==> config.mk <==
export PLATFORM = sky130hd
export DESIGN_NAME = ks16_multiword_add_seq_flat
export DESIGN_NICKNAME = d
export VERILOG_FILES = /design/src/rtl/ks16_multiword_add_seq_if.sv /design/src/rtl/ks16_multiword_add_seq.sv /design/src/flat_wrapper.sv
export SDC_FILE = /design/constraint.sdc
export NUM_CORES = 1
export LEC_CHECK = 0
export ABC_AREA = 1
export CORE_ASPECT_RATIO = 0.8
export CORE_MARGIN = 3
export CORE_UTILIZATION = 55
export CTS_CLUSTER_SIZE = 14
export DETAILED_ROUTE_END_ITERATION = 12
export GPL_ROUTABILITY_DRIVEN = 0
export PLACE_DENSITY = 0.86
export SKIP_LAST_GASP = 1
export SYNTH_ARGS = -nofsm -noshare
export SYNTH_HDL_FRONTEND = slang
export SYNTH_SLANG_ARGS = --single-unit
==> constraint.sdc <==
create_clock -name clk -period 6.49 [get_ports clk]
set_input_delay 1.298 -clock clk [delete_from_list [all_inputs] [get_ports clk]]
set_output_delay 1.298 -clock clk [all_outputs]
set_load 0.03 [all_outputs]
==> src/rtl/ks16_multiword_add_seq_if.sv <==
// Handshake bundle for ks16_multiword_add_seq: operand request side and result side.
// KS16_SEQ_SIGNED_OVF_EN adds the out_ovf signal.
interface ks16_multiword_add_seq_if #(
    parameter int unsigned WORDS = 4
);
    localparam int unsigned W = 16 * WORDS;

    logic         in_valid;
    logic         in_ready;
    logic [W-1:0] in_a;
    logic [W-1:0] in_b;
    logic         in_cin;
    logic         out_valid;
    logic         out_ready;
    logic [W-1:0] out_sum;
    logic         out_cout;
`ifdef KS16_SEQ_SIGNED_OVF_EN
    logic         out_ovf;
`endif

    modport master (
        output in_valid, in_a, in_b, in_cin, out_ready,
        input  in_ready, out_valid, out_sum, out_cout
`ifdef KS16_SEQ_SIGNED_OVF_EN
        , input out_ovf
`endif
    );

    modport slave (
        input  in_valid, in_a, in_b, in_cin, out_ready,
        output in_ready, out_valid, out_sum, out_cout
`ifdef KS16_SEQ_SIGNED_OVF_EN
        , output out_ovf
`endif
    );
endinterface

==> src/rtl/ks16_multiword_add_seq.sv <==
// Multi-word adder reusing one 16-bit Kogge-Stone adder, one word per clock, LSW first.
// Optional macro KS16_SEQ_SIGNED_OVF_EN adds a registered two's-complement overflow flag.
module kogge_stone_16 (
    input  logic [15:0] a,
    input  logic [15:0] b,
    input  logic        cin,
    output logic [15:0] sum,
    output logic        cout
);
    logic [15:0] prop;
    logic [15:0] g_cur, p_cur, g_nxt, p_nxt;

    // cin is folded into bit 0's generate so g_cur[i] ends as the carry out of bit i
    always_comb begin
        prop  = a ^ b;
        g_cur = a & b;
        p_cur = prop;
        g_cur[0] = g_cur[0] | (prop[0] & cin);
        g_nxt = '0;
        p_nxt = '0;
        for (int unsigned lvl = 0; lvl < 4; lvl++) begin
            for (int unsigned i = 0; i < 16; i++) begin
                if (i >= (32'd1 << lvl)) begin
                    g_nxt[i] = g_cur[i] | (p_cur[i] & g_cur[i - (32'd1 << lvl)]);
                    p_nxt[i] = p_cur[i] & p_cur[i - (32'd1 << lvl)];
                end else begin
                    g_nxt[i] = g_cur[i];
                    p_nxt[i] = p_cur[i];
                end
            end
            g_cur = g_nxt;
            p_cur = p_nxt;
        end
        sum  = prop ^ {g_cur[14:0], cin};
        cout = g_cur[15];
    end
endmodule

module ks16_multiword_add_seq #(
    parameter int unsigned WORDS = 4
) (
    input  logic                      clk,
    input  logic                      rst,
    ks16_multiword_add_seq_if.slave   bus,
    output logic                      busy
);
    localparam int unsigned IDX_W = (WORDS > 1) ? $clog2(WORDS) : 1;

    typedef enum logic [1:0] {S_IDLE, S_RUN, S_DONE} state_t;

    state_t                  state_q, state_d;
    logic [IDX_W-1:0]        idx_q, idx_d;
    logic [WORDS-1:0][15:0]  a_q, a_d;
    logic [WORDS-1:0][15:0]  b_q, b_d;
    logic [WORDS-1:0][15:0]  sum_q, sum_d;
    logic                    carry_q, carry_d;
    logic                    cout_q, cout_d;
    logic                    in_ready_q, in_ready_d;
    logic                    out_valid_q, out_valid_d;
    logic                    busy_q, busy_d;
    logic [15:0]             add_sum;
    logic                    add_cout;
`ifdef KS16_SEQ_SIGNED_OVF_EN
    logic                    ovf_q, ovf_d;
`endif

    kogge_stone_16 u_add (
        .a    (a_q[idx_q]),
        .b    (b_q[idx_q]),
        .cin  (carry_q),
        .sum  (add_sum),
        .cout (add_cout)
    );

    always_comb begin
        state_d     = state_q;
        idx_d       = idx_q;
        a_d         = a_q;
        b_d         = b_q;
        sum_d       = sum_q;
        carry_d     = carry_q;
        cout_d      = cout_q;
        in_ready_d  = in_ready_q;
        out_valid_d = out_valid_q;
        busy_d      = busy_q;
`ifdef KS16_SEQ_SIGNED_OVF_EN
        ovf_d       = ovf_q;
`endif
        case (state_q)
            S_IDLE: begin
                if (bus.in_valid && in_ready_q) begin
                    a_d        = bus.in_a;
                    b_d        = bus.in_b;
                    carry_d    = bus.in_cin;
                    idx_d      = '0;
                    state_d    = S_RUN;
                    in_ready_d = 1'b0;
                    busy_d     = 1'b1;
                end
            end
            S_RUN: begin
                sum_d[idx_q] = add_sum;
                carry_d      = add_cout;
                if (idx_q == IDX_W'(WORDS - 1)) begin
                    cout_d      = add_cout;
                    idx_d       = '0;
                    state_d     = S_DONE;
                    out_valid_d = 1'b1;
`ifdef KS16_SEQ_SIGNED_OVF_EN
                    // the final word is the most significant one, so its sum MSB is the result sign
                    ovf_d = (a_q[WORDS-1][15] == b_q[WORDS-1][15]) &&
                            (add_sum[15] != a_q[WORDS-1][15]);
`endif
                end else begin
                    idx_d = idx_q + IDX_W'(1);
                end
            end
            S_DONE: begin
                if (bus.out_ready) begin
                    state_d     = S_IDLE;
                    out_valid_d = 1'b0;
                    in_ready_d  = 1'b1;
                    busy_d      = 1'b0;
                end
            end
            default: begin
                state_d     = S_IDLE;
                in_ready_d  = 1'b1;
                out_valid_d = 1'b0;
                busy_d      = 1'b0;
            end
        endcase
    end

    always_ff @(posedge clk) begin
        if (rst) begin
            state_q     <= S_IDLE;
            idx_q       <= '0;
            a_q         <= '0;
            b_q         <= '0;
            sum_q       <= '0;
            carry_q     <= 1'b0;
            cout_q      <= 1'b0;
            in_ready_q  <= 1'b1;
            out_valid_q <= 1'b0;
            busy_q      <= 1'b0;
`ifdef KS16_SEQ_SIGNED_OVF_EN
            ovf_q       <= 1'b0;
`endif
        end else begin
            state_q     <= state_d;
            idx_q       <= idx_d;
            a_q         <= a_d;
            b_q         <= b_d;
            sum_q       <= sum_d;
            carry_q     <= carry_d;
            cout_q      <= cout_d;
            in_ready_q  <= in_ready_d;
            out_valid_q <= out_valid_d;
            busy_q      <= busy_d;
`ifdef KS16_SEQ_SIGNED_OVF_EN
            ovf_q       <= ovf_d;
`endif
        end
    end

    assign bus.in_ready  = in_ready_q;
    assign bus.out_valid = out_valid_q;
    assign bus.out_sum   = sum_q;
    assign bus.out_cout  = cout_q;
    assign busy          = busy_q;
`ifdef KS16_SEQ_SIGNED_OVF_EN
    assign bus.out_ovf   = ovf_q;
`endif
endmodule
==> src/flat_wrapper.sv <==
// flat-port wrapper written by rule: the top's interface ports become plain ports
module ks16_multiword_add_seq_flat 
#(
    parameter int unsigned WORDS = 4
)
  (clk, rst, busy, bus_in_valid, bus_in_a, bus_in_b, bus_in_cin, bus_out_ready, bus_in_ready, bus_out_valid, bus_out_sum, bus_out_cout);
  ks16_multiword_add_seq_if #(.WORDS(WORDS)) bus_i ();
  input  logic clk;
  input  logic rst;
  output logic busy;
  input wire logic [$bits(bus_i.in_valid)-1:0] bus_in_valid;
  input wire logic [$bits(bus_i.in_a)-1:0] bus_in_a;
  input wire logic [$bits(bus_i.in_b)-1:0] bus_in_b;
  input wire logic [$bits(bus_i.in_cin)-1:0] bus_in_cin;
  input wire logic [$bits(bus_i.out_ready)-1:0] bus_out_ready;
  output wire logic [$bits(bus_i.in_ready)-1:0] bus_in_ready;
  output wire logic [$bits(bus_i.out_valid)-1:0] bus_out_valid;
  output wire logic [$bits(bus_i.out_sum)-1:0] bus_out_sum;
  output wire logic [$bits(bus_i.out_cout)-1:0] bus_out_cout;
  assign bus_i.in_valid = bus_in_valid;
  assign bus_i.in_a = bus_in_a;
  assign bus_i.in_b = bus_in_b;
  assign bus_i.in_cin = bus_in_cin;
  assign bus_i.out_ready = bus_out_ready;
  assign bus_in_ready = bus_i.in_ready;
  assign bus_out_valid = bus_i.out_valid;
  assign bus_out_sum = bus_i.out_sum;
  assign bus_out_cout = bus_i.out_cout;
  ks16_multiword_add_seq #(.WORDS(WORDS)) u_core (.clk(clk), .rst(rst), .bus(bus_i), .busy(busy));
endmodule
* Word-level counts from Yosys, hierarchy flattened
Cells that the tools add are included.
Word-level totals: flip-flop bits (word level) 201, bits of input ports 133, output and inout port bits 68, logic and storage cells 201
Cells by class: add/sub/neg operators 1, order comparisons 2, equal/unequal tests 6, muxes and demuxes 24, bitwise logic cells 139, reduce and logical (&&, ||, !) cells 10
Operator list (number):
- $and A1 B1 Y1 | 84
- $bmux W16 S2 | 2
- $bwmux W64 | 1
- $or A1 B1 Y1 | 50
- $mux W16 | 3
- $demux W16 S2 | 1
- $xor A16 B16 Y16 | 2
- $and A16 B16 Y16 | 1
- $mux W2 | 5
- $pmux W1 S3 | 3
- $reduce_and A3 Y1 | 3
- $mux W1 | 6
- $pmux W2 S3 | 1
- $reduce_and A2 Y1 | 3
- $eq A2 B2 Y1 const B | 2
- $ne A2 B1 Y1 const B | 2
- $pmux W2 S2 | 1
- $lt A2 B3 Y1 const B | 1
- $add A2 B1 Y2 const B | 1
- $eq A2 B1 Y1 const B | 1
- $ge A2 B1 Y1 const B | 1
- $logic_and A1 B1 Y1 | 2
- $logic_not A2 Y1 | 1
- $ne A2 B2 Y1 const B | 1
- 3 further kinds | 4

* Longest topological paths before layout
Gate-level depths: netlist (run 1).
word-level depth 14, gate-level depth with buffers 18, depth with buffers taken out 15

* Hierarchy
From an unflattened synthesis (run 1), not the netlist that was laid out.
Second synthesis, totals: cells, all modules 1267, area, all modules 8991.1 um^2
By module, submodules not included:
- ks16_multiword_add_seq | times used 1, cells an instance 1078, area each 8012.7 um^2, sequential area each 4023.9 um^2
- kogge_stone_16 | times used 1, cells an instance 189, area each 978.4 um^2, sequential area each 0.0 um^2

* Worst setup path before layout (run 1)
OpenSTA, ideal clock, no wires.
kind register to register, start point register u_core.idx_q[0], end point register u_core.sum_q (netlist bit u_core.bus.out_sum[24]), setup time 0.056 ns, arrival time 2.564 ns, required time 6.434 ns, path slack 3.869 ns, cell stages (with the launch flop) 18, path buffers 3, period minus slack after synthesis 2.621 ns, path through dfxtp_1 > buf_2 > inv_1 > buf_2 > buf_2 > nor2_1 > o22ai_1 > fa_1 > inv_1 > fa_1 > inv_1 > nand3_1 > nand3_1 > nand2_1 > nand2_1 > xor2_1 > o21bai_1 > inv_1
Between the ends: cells in the longest elaborated chain, start to end 13, elaborated cells between the ends (all ways) 33, classes of those cells order compare: 2; mux: 7; bitwise: 23; reduce/logical: 1
RTL lines:
- start: declaration | line ks16_multiword_add_seq.sv:52 | logic [IDX_W-1:0] idx_q, idx_d;
- start signal: assignment | line ks16_multiword_add_seq.sv:152 | idx_q <= idx_d;
- $bmux W16 S2, on equally long branches | line ks16_multiword_add_seq.sv:68, ks16_multiword_add_seq.sv:69
- $mux W16, on equally long branches | line ks16_multiword_add_seq.sv:68, ks16_multiword_add_seq.sv:69
- $xor A16 B16 Y16 | line ks16_multiword_add_seq.sv:15 | prop = a ^ b;
- $and A1 B1 Y1 | line ks16_multiword_add_seq.sv:18 | g_cur[0] = g_cur[0] | (prop[0] & cin);
- $or A1 B1 Y1 | line ks16_multiword_add_seq.sv:18
- $and A1 B1 Y1 | line ks16_multiword_add_seq.sv:24 | g_nxt[i] = g_cur[i] | (p_cur[i] & g_cur[i - (32'd1 << lvl)]);
- $or A1 B1 Y1 | line ks16_multiword_add_seq.sv:24
- $and A1 B1 Y1 | line ks16_multiword_add_seq.sv:24
- $or A1 B1 Y1 | line ks16_multiword_add_seq.sv:24
- $and A1 B1 Y1 | line ks16_multiword_add_seq.sv:24
- $or A1 B1 Y1 | line ks16_multiword_add_seq.sv:24
- $xor A16 B16 Y16 | line ks16_multiword_add_seq.sv:34 | sum = prop ^ {g_cur[14:0], cin};
- $bwmux W64 (*) | line ks16_multiword_add_seq.sv:102 | sum_d[idx_q] = add_sum;
- end signal: assignment | line ks16_multiword_add_seq.sv:155 | sum_q <= sum_d;
- end: declaration | line ks16_multiword_add_seq.sv:55 | logic [WORDS-1:0][15:0] sum_q, sum_d;
Every way passes the cells marked *; elsewhere a longest branch is shown, timed or not. The select of a mux whose other input is x is not followed. A chain may end at the register's enable or synchronous reset.

* Final worst setup path (run 1)
start point register u_core.idx_q[1], end point register u_core.sum_q (netlist bit u_core.bus.out_sum[40])
The elaborated chain is that of the path after synthesis.

==> impl_metrics.json, run 1 <==
{
  "cts_setup_buffers": 0,
  "clk_path_buf_depth": 3,
  "num_rows": 41,
  "synthTopCellsByArea": "dfxtp_1, nor2_1, o21ai_0, nand2_1, inv_1",
  "pwr-share-clk": 0.351,
  "worstSetupEndpointType": "flop",
  "crit_type": "flop to flop",
  "rsz0062_at_grt": "no",
  "vias_per_cell": 5.39,
  "cts_resized": 0,
  "pre_cts_ws_ps": 2710,
  "crit_fanout": 36,
  "hold_viol": 0,
  "design_area_um2": 11800,
  "fin_setup_tns_ps": 0,
  "seq_power_share": 0.402,
  "antenna_found_initial": 0,
  "grt-ovfl-total": 0,
  "start_util": 0.573,
  "htreeDepth": 1,
  "cp-start-kind": "flop",
  "core_um2": 16100,
  "slew_violations": 0,
  "cap_violations": 0,
  "synthCells": 1280,
  "fin_crit_ps": 3670,
  "synth_top_area_frac": 0.437,
  "postCtsHoldBufs": 0,
  "final.setup.worst_slack_ps": 2820,
  "final-instance-count-excl-fill": 1658,
  "layout_commonest_cell": "nor2_1",
  "min-delay-start": "u_core.bus.out_valid",
  "reg2reg_depth": 15,
  "yosysWarningCount": 0,
  "drt_iter0_drc": 979,
  "cts_buffers": 20,
  "wl_um": 26700,
  "r2r_start": "u_core.idx_q[1]",
  "ys_types": 34,
  "avgSynthCellArea_um2": 7.19,
  "syn_nets": 1434,
  "worst_hold_slack_ps": 469,
  "fill_cells": 1256,
  "final_cell_mix": "nor2_1, o21ai_0, clkdlybuf4s50_1, dfxtp_1, nand2_1",
  "fin_util": 0.733,
  "area_delta_synth_final_pct": 27.9,
  "hold_depth": 2,
  "yosysSeqAreaShare": 0.437,
  "io_pins": 201,
  "status": "complete, no violations",
  "synth.cell_area_um2": 9210,
  "power.internal_mw": 2.40,
  "r2r_end": "u_core.bus.out_sum[40]",
  "die_area_um2": 18300,
  "combinationalPowerShare": 0.247,
  "dpl-instance-area_um2": 11100,
  "synth_top_area_cell": "dfxtp_1",
  "wl_per_cell_um": 16.1,
  "antenna_left": 0,
  "dr.pass1.iters": 5,
  "cts.sinks": 201,
  "power_density_nw_per_um2": 295,
  "grt_start_max_net_pins": 116,
  "remaining_drc_errors": 0,
  "clkTransAtPathRegs_ps": 60,
  "grt_pass1_vias": 7905,
  "track_usage": 0.282,
  "fmax_mhz": 273,
  "dp_hpwl_um": 18500,
  "p_leak_nw": 5.21,
  "numPortBuffers": 200,
  "cts-root-buf": "clkbuf_16",
  "p_total_mw": 3.47,
  "p_switching_mw": 1.07,
  "slew_headroom": 0.201,
  "die_w_um": 151,
  "final-setup-viol-count": 0,
  "post-place-cells": 1621,
  "hold_class": "flop to flop",
  "num_vias": 8938,
  "hold_end": "u_core.bus.out_valid",
  "grt_pass1_wl_um": 41300,
  "layout-drive-gt1-share": 0.0361,
  "reg2reg_slack_ps": 2820,
  "crit_required_ps": 6920,
  "crit_arrival_ps": 4100,
  "ir_drop_v": 0.000152,
  "cts_tree": "yes",
  "nets": 1582,
  "sw_frac_of_total": 0.309,
  "clock_latency_ps": 500,
  "final.period_utilization": 0.565,
  "worst_pin_slew_ps": 1200,
  "synth_seq_cells": 201,
  "clock_skew_ps": 19.6,
  "die_h_um": 122
}
==> layout make-up <==
type	instances	area (um2)	share of cell area
multi-input cells	887	4290	0.365
flip-flops and latches	201	4030	0.342
repair buffers	205	2050	0.174
clock buffers	32	597	0.0507
inverters	113	437	0.0371
well taps	215	269	0.0229
clock inverters	4	95.1	0.00808
diodes	1	2.50	0.000213
==> sequential cells by signal (all words and copies together) (netlist names) <==
| name | cells |
|---|---|
| u_core.carry_q | 1 |
| u_core.b_q | 64 |
| u_core.bus.out_valid | 1 |
| u_core.state_q | 2 |
| u_core.bus.in_ready | 1 |
| u_core.bus.out_sum | 64 |
| u_core.a_q | 64 |
| u_core.busy | 1 |
| u_core.bus.out_cout | 1 |
| u_core.idx_q | 2 |
==> per-layer routing <==
| metal | part of all wire | GRT usage | vias to the layer above |
|---|---|---|---|
| met3 | 0.099 | 0.0662 | 43 |
| li1 | - | - | 4449 |
| met5 | 0 | 0 | - |
| met1 | 0.44 | 0.410 | 4064 |
| met2 | 0.44 | 0.424 | 382 |
| met4 | 0.021 | 0.0702 | 0 |
==> worst max-delay path, stage by stage (launching register included) <==
cell,delay [ps]
dfxtp_1,300
buf_4,240
inv_1,840
o21ai_0,220
o22ai_1,250
fa_1,270
inv_1,70
fa_1,400
inv_1,90
nand3_1,60
nand3_1,180
nand2_1,80
nand2_1,100
xor2_1,320
o21bai_1,100
inv_1,50
==> power groups by stage <==
stage	Sequential, mW	Combinational, mW	Clock [mW]
finish	1.40	0.857	1.22
global route	1.41	0.939	1.28
CTS	1.39	0.841	1.22
detailed placement	1.42	0.832	0
global placement	1.42	0.815	0
floorplan	1.45	0.527	0
==> how the worst max path moves through the flow <==
stage,startpoint,endpoint,slack [ps],cells past startpoint
after floorplan,u_core.idx_q[0],u_core.bus.out_sum[24],3870,17
after global placement,bus_in_valid,u_core.state_q[0],2750,5
after detailed placement,bus_in_valid,u_core.b_q[54],2710,6
after CTS,u_core.idx_q[1],u_core.bus.out_sum[40],2910,15
after global routing,u_core.idx_q[1],u_core.bus.out_sum[40],2510,15
final,u_core.idx_q[1],u_core.bus.out_sum[40],2820,15
==> cell families after synthesis <==
logic type	after synthesis	synth area share
flip-flops	201	0.437
AO/OA/AOI/OAI	326	0.197
adder cells (fa/ha/maj)	21	0.0302
XOR/XNOR	4	0.00381
buffers and inverters	192	0.0964
AND/OR/NAND/NOR	536	0.235
==> Yosys cell counts <==
cell type,instances
nor2_1,330
nor2_2,1
inv_4,3
nand4_1,2
buf_4,10
nand2_2,1
clkbuf_1,37
inv_1,107
buf_6,13
o21ai_0,208
ha_1,19
xor2_1,3
o22ai_1,30
nand3_4,1
and2_1,1
nand3_1,59
nand2_1,131
o21a_1,29
a32oi_1,2
nand2_4,4
o211ai_1,12
or2_2,1
clkbuf_2,6
o21bai_1,13
a21oi_2,1
inv_2,3
dfxtp_1,201
nor2_8,1
buf_2,13
xnor2_1,1
nor3_1,4
o21ai_1,4
a21oi_1,27
fa_1,2
Note: power is estimated with default switching activity, not from simulation.
==> inputs of run 2 (changes only) <==
CORE_UTILIZATION = 46   (was 55)
PLACE_DENSITY = 0.77   (was 0.86)
clock period = 3.3 ns   (was 6.49 ns; I/O delays follow)
==> impl_metrics.json, run 2 (synthesis results as in run 1) <==
{
  "design_area_um2": 11900,
  "fmax_mhz": 339,
  "final-setup-viol-count": 0,
  "htreeDepth": 1,
  "nets": 1588,
  "worstPathCellList": "clkinvlp_4 > buf_4 > a32oi_1 > inv_1 > fa_1 > inv_1 > nand3_1 > nand3_1 > nand2_1 > nand2_1 > xor2_1 > o21bai_1 > inv_1",
  "fill_cells": 1688,
  "crit_arrival_ps": 3380,
  "power_density_nw_per_um2": 570,
  "num_vias": 9040,
  "die_w_um": 164,
  "grt-ovfl-total": 0,
  "hold_viol": 0,
  "grt_start_max_net_pins": 101,
  "grt_pass1_wl_um": 43000,
  "cts_buffers": 20,
  "final_cell_mix": "nor2_1, o21ai_0, clkdlybuf4s50_1, dfxtp_1, nand2_1",
  "fin_crit_ps": 2950,
  "worst_pin_slew_ps": 591,
  "layout-drive-gt1-share": 0.0443,
  "die_area_um2": 21800,
  "num_rows": 45,
  "drt_iter0_drc": 855,
  "ir_drop_v": 0.000311,
  "grt_pass1_vias": 8263,
  "slew_violations": 0,
  "layout_commonest_cell": "nor2_1",
  "clk_path_buf_depth": 3,
  "worst_path_max_delay_cell": "fa_1",
  "area_delta_synth_final_pct": 29.3,
  "hold_class": "flop to flop",
  "clock_latency_ps": 490,
  "wl_um": 27500,
  "post-place-cells": 1670,
  "worstSetupEndpointType": "flop",
  "vias_per_cell": 5.31,
  "cts-root-buf": "clkbuf_16",
  "wl_per_cell_um": 16.1,
  "numPortBuffers": 200,
  "multi_input_area_um2": 4290,
  "fin_setup_tns_ps": 0,
  "track_usage": 0.244,
  "final.period_utilization": 0.895,
  "worst_hold_slack_ps": 467,
  "dp_hpwl_um": 19700,
  "cap_violations": 0,
  "cts_tree": "yes",
  "crit_fanout": 22,
  "dr.pass1.iters": 6,
  "rsz0062_at_grt": "no",
  "clkTransAtPathRegs_ps": 60,
  "seqCellArea_um2": 4030,
  "p_leak_nw": 5.25,
  "die_h_um": 133,
  "antenna_left": 0,
  "clock_skew_ps": 9.95,
  "cp-start-kind": "flop",
  "start_util": 0.477,
  "io_pins": 201,
  "final-instance-count-excl-fill": 1704,
  "p_total_mw": 6.78,
  "cpPeakStageDelay_ps": 440,
  "crit_type": "flop to flop",
  "pre_cts_ws_ps": 329,
  "crit_path_frequent_cell": "inv_1",
  "cts.sinks": 201,
  "status": "complete, no violations",
  "dpl-instance-area_um2": 11200,
  "core_um2": 19300,
  "crit_required_ps": 3730,
  "final.setup.worst_slack_ps": 348,
  "remaining_drc_errors": 0,
  "slew_headroom": 0.605,
  "fin_util": 0.617,
  "antenna_found_initial": 0,
  "diodes": 0
}
==> run 2: cell count changes in the layout (fill, tap and decap cells not counted) <==
cell,before,now
buf_12,1,5
buf_4,4,6
bufinv_16,3,2
clkbuf_1,8,1
clkbuf_8,3,4
clkinv_2,1,5
clkinvlp_4,0,2
diode_2,1,0
inv_1,105,104
==> run 2: report_power, final <==
part	leakage, nW	switching [mW]	internal [mW]
Combinational	3.26	1.06	0.623
Clock	0.337	0.935	1.40
Sequential	1.65	0.134	2.64
==> run 2: cell type report <==
class                           count  share of cell area
Timing Repair Buffer              211               0.180
Inverter                          113              0.0370
Clock buffer                       26              0.0491
Multi-Input combinational cell    887               0.361
Sequential cell                   201               0.338
Clock inverter                      8             0.00778
Tap cell                          258              0.0271
==> run 2: final timing paths <==
path / start / endpoint / slack (ps) / cells past startpoint
worst min-delay path: u_core.bus.out_valid / u_core.bus.out_valid / 470 / 2
worst max-delay path: u_core.idx_q[1] / u_core.bus.out_sum[56] / 350 / 13
worst min register to register: u_core.bus.out_valid / u_core.bus.out_valid / 470 / 2
worst max register to register: u_core.idx_q[1] / u_core.bus.out_sum[56] / 350 / 13
==> run 2: repair_timing <==
item                                    CTS  global route
hold buffers                              0             0
gates resized for setup                   0             1
endpoints found under the setup margin    0             2
buffers inserted                          0             0
==> run 2: metal layers <==
| metal | up-vias | global-route usage | share of wire | wire, um |
|---|---|---|---|---|
| met2 | 373 | 0.361 | 0.43 | 11800 |
| met4 | 0 | 0.0601 | 0.024 | 659 |
| met5 | - | 0 | 0 | 0 |
| met1 | 4152 | 0.359 | 0.45 | 12500 |
| met3 | 46 | 0.0541 | 0.094 | 2600 |
| li1 | 4469 | - | - | - |
==> run 2: critical path: cells and delay by family (launching register included) <==
family                     cells  cell delay [ps]
adders and majority gates      1              440
buffers and inverters          5              940
AOI/OAI and AO/OA              2              350
and+or+nand+nor                4              400
xor gates and xnor gates       1              390
DFF                            1              370
==> RTL change, RTL diff (config.mk and constraints of run 2) <==
Take the reset off `a_q` and load it in a clocked block of its own.
--- a/src/rtl/ks16_multiword_add_seq.sv
+++ b/src/rtl/ks16_multiword_add_seq.sv
@@ -136,7 +136,6 @@
         if (rst) begin
             state_q     <= S_IDLE;
             idx_q       <= '0;
-            a_q         <= '0;
             b_q         <= '0;
             sum_q       <= '0;
             carry_q     <= 1'b0;
@@ -150,7 +149,6 @@
         end else begin
             state_q     <= state_d;
             idx_q       <= idx_d;
-            a_q         <= a_d;
             b_q         <= b_d;
             sum_q       <= sum_d;
             carry_q     <= carry_d;
@@ -164,6 +162,10 @@
         end
     end
 
+    always_ff @(posedge clk) begin
+        a_q <= a_d;
+    end
+
     assign bus.in_ready  = in_ready_q;
     assign bus.out_valid = out_valid_q;
     assign bus.out_sum   = sum_q;
Check against the original RTL: no difference found for any inputs over 4 cycles, from zero or initial values and one cycle with rst high; that may be too few to reach the edited logic, so the function may still have changed.
==> RTL change against run 2 <==
Critical path depth is 2 higher; synthesized area is 2.7% lower; sequential power increased by 4%; final area decreased by 1.6%; sequential share of layout area is 6.0 points higher; combinational power grew 10%; setup slack better by 0.25 ns; die area is 2.6% lower; wire length fell by 12%; via count down 14%; sequential cell count is the same; hold slack improved by 0.0058 ns; power is 1.1% higher; critical path type unchanged; largest power group unchanged.
==> RTL change: results (changes against run 2) <==
placement:
  dp_hpwl_microns: 17400  # -12%
  placed_area_sq_mm: 0.0111  # -1.0%
  io_buffer_count: 200  # unchanged
synth:
  synthFlopType: "dfxtp_1"
  synth.area.mux_share_pct: 0  # unchanged
  synth-edff-count: 64  # +64
  netlist_instances: 1068  # -17%
  async_reset_ff_share_pct: 0  # unchanged
  ys_types: 36  # +5.9%
  synth_common_cells: "200 x nor2_1, 137 x dfxtp_1, 136 x o21ai_0, 131 x nand2_1, 108 x inv_1"
  yosys_warnings: 0  # unchanged
  synth_area_leaders: "dfxtp_1 31%, edfxtp_1 21%, nor2_1 8.4%"
  syn_nets: 1222  # -15%
  synth_adder_area_share_pct: 3.10  # +0.085 points
  synth-seq-area-share_pct: 52.1  # +8.4 points
  synth_xor_area_share_pct: 0.475  # +0.095 points
  synth-compound-area-share_pct: 16.7  # -3.0 points
global_route:
  grt_pass1_wl_microns: 37900  # -12%
  grt_max_degree: 62  # -39%
  grt_pass1_vias: 7354  # -11%
  antenna_found_initial: 0  # unchanged
  gr-usage-all-layers_pct: 22.3  # -2.0 points
timing:
  slew_headroom_pct: 61.5  # +1.0 points
  skew_ns: 0.0155  # +0.00552 ns
clocking:
  worstSkewPairLatency_ns: 0.50
  numCtsBuffers: 20  # unchanged
  cts-htree-levels: 1  # unchanged
  cts_resized: 0  # unchanged
  clk_root_buffer_cell: "clkbuf_16"
  cts_max_path_buffers: 3  # unchanged
  clkSlewWorstSetupHoldPaths_ns: 0.07
  cts_setup_buffers: 0  # unchanged
detailed_routing:
  first_iter_violations: 548  # -36%
  post_drt_wl_per_cell_microns: 16.0  # -0.73%
  viasPerCell: 5.15  # -2.9%
  drt_first_pass_iters: 5  # -1
status:
  status: "finished, final reports clean"
layout:
  diodes: 0  # unchanged
  drive_above_1_share_pct: 5.08  # +0.65 points
  fin_nets: 1401  # -12%
  fill_cells: 1621  # -4.0%
  final_cells: 1514  # -11%
worst_setup_path:
  arrival_ns: 3.14  # -0.24 ns
  cp_max_fo: 29  # +32%
power_and_ir_drop:
  power.leakage_nw: 5.03  # -4.3%
  ir_worst_vdd_v: 0.000378  # +21%
worst_hold_path:
  hold_class: "reg -> reg"
==> RTL change: cell families after synthesis <==
logic type               count (synthesis)
flip-flops                             201
buffers and inverters                  172
adder cells (fa/ha/maj)                 21
XOR/XNOR                                 4
AND/OR/NAND/NOR                        408
AO/OA/AOI/OAI                          262
==> RTL change: per-stage QoR <==
step                worst slack, ns  utilization (%)  hold slack, ns
global route                  0.294             63.0           0.485
detailed placement            0.612             59.7           0.457
floorplan                     0.735                -           0.449
finish                        0.595             63.0           0.473
global placement              0.739             59.7           0.453
CTS                           0.601             63.0           0.466
==> RTL change: routing by layer <==
metal | track usage, % | wire length, microns | up-vias | share of wire (%)
met5 | 0 | 0 | - | 0
met4 | 5.77 | 546 | 0 | 2.3
met2 | 36.3 | 10800 | 288 | 45
li1 | - | - | 3897 | -
met1 | 30.2 | 10800 | 3577 | 45
met3 | 5.80 | 2020 | 39 | 8.3
==> RTL change: worst max-delay path, stage by stage, from the launching register on <==
cell      delay [ns]
dfxtp_1         0.32
inv_1           0.07
buf_4           0.28
o21ai_0         0.15
o22ai_1         0.21
fa_1            0.26
inv_1           0.06
fa_1            0.39
inv_1           0.09
nand3_1         0.06
nand3_1         0.17
nand2_1         0.09
nand2_1         0.12
xor2_2          0.22
o21bai_1        0.08
inv_1           0.06
==> RTL change: final cells by class <==
cell class	count	share of cell area (%)
Inverter	115	3.77
Sequential cell	201	39.8
Clock inverter	9	0.427
Clock buffer	27	4.75
Multi-Input combinational cell	695	30.0
Tap cell	253	2.70
Timing Repair Buffer	214	18.5
==> RTL change: report_power, final <==
group / switching (W) / internal, W
Clock: 0.000932 / 0.00119
Sequential: 0.000105 / 0.00279
Combinational: 0.00118 / 0.000669
Total: 0.00222 / 0.00464
==> RTL change: final timing paths <==
kind | from | end | slack [ns] | depth (start not counted)
max reg2reg | u_core.idx_q[1] | u_core.bus.out_sum[56] | 0.60 | 15
min reg2reg | u_core.bus.out_sum[16] | u_core.bus.out_sum[16] | 0.47 | 2
min | u_core.bus.out_sum[16] | u_core.bus.out_sum[16] | 0.47 | 2
max | u_core.idx_q[1] | u_core.bus.out_sum[56] | 0.60 | 15
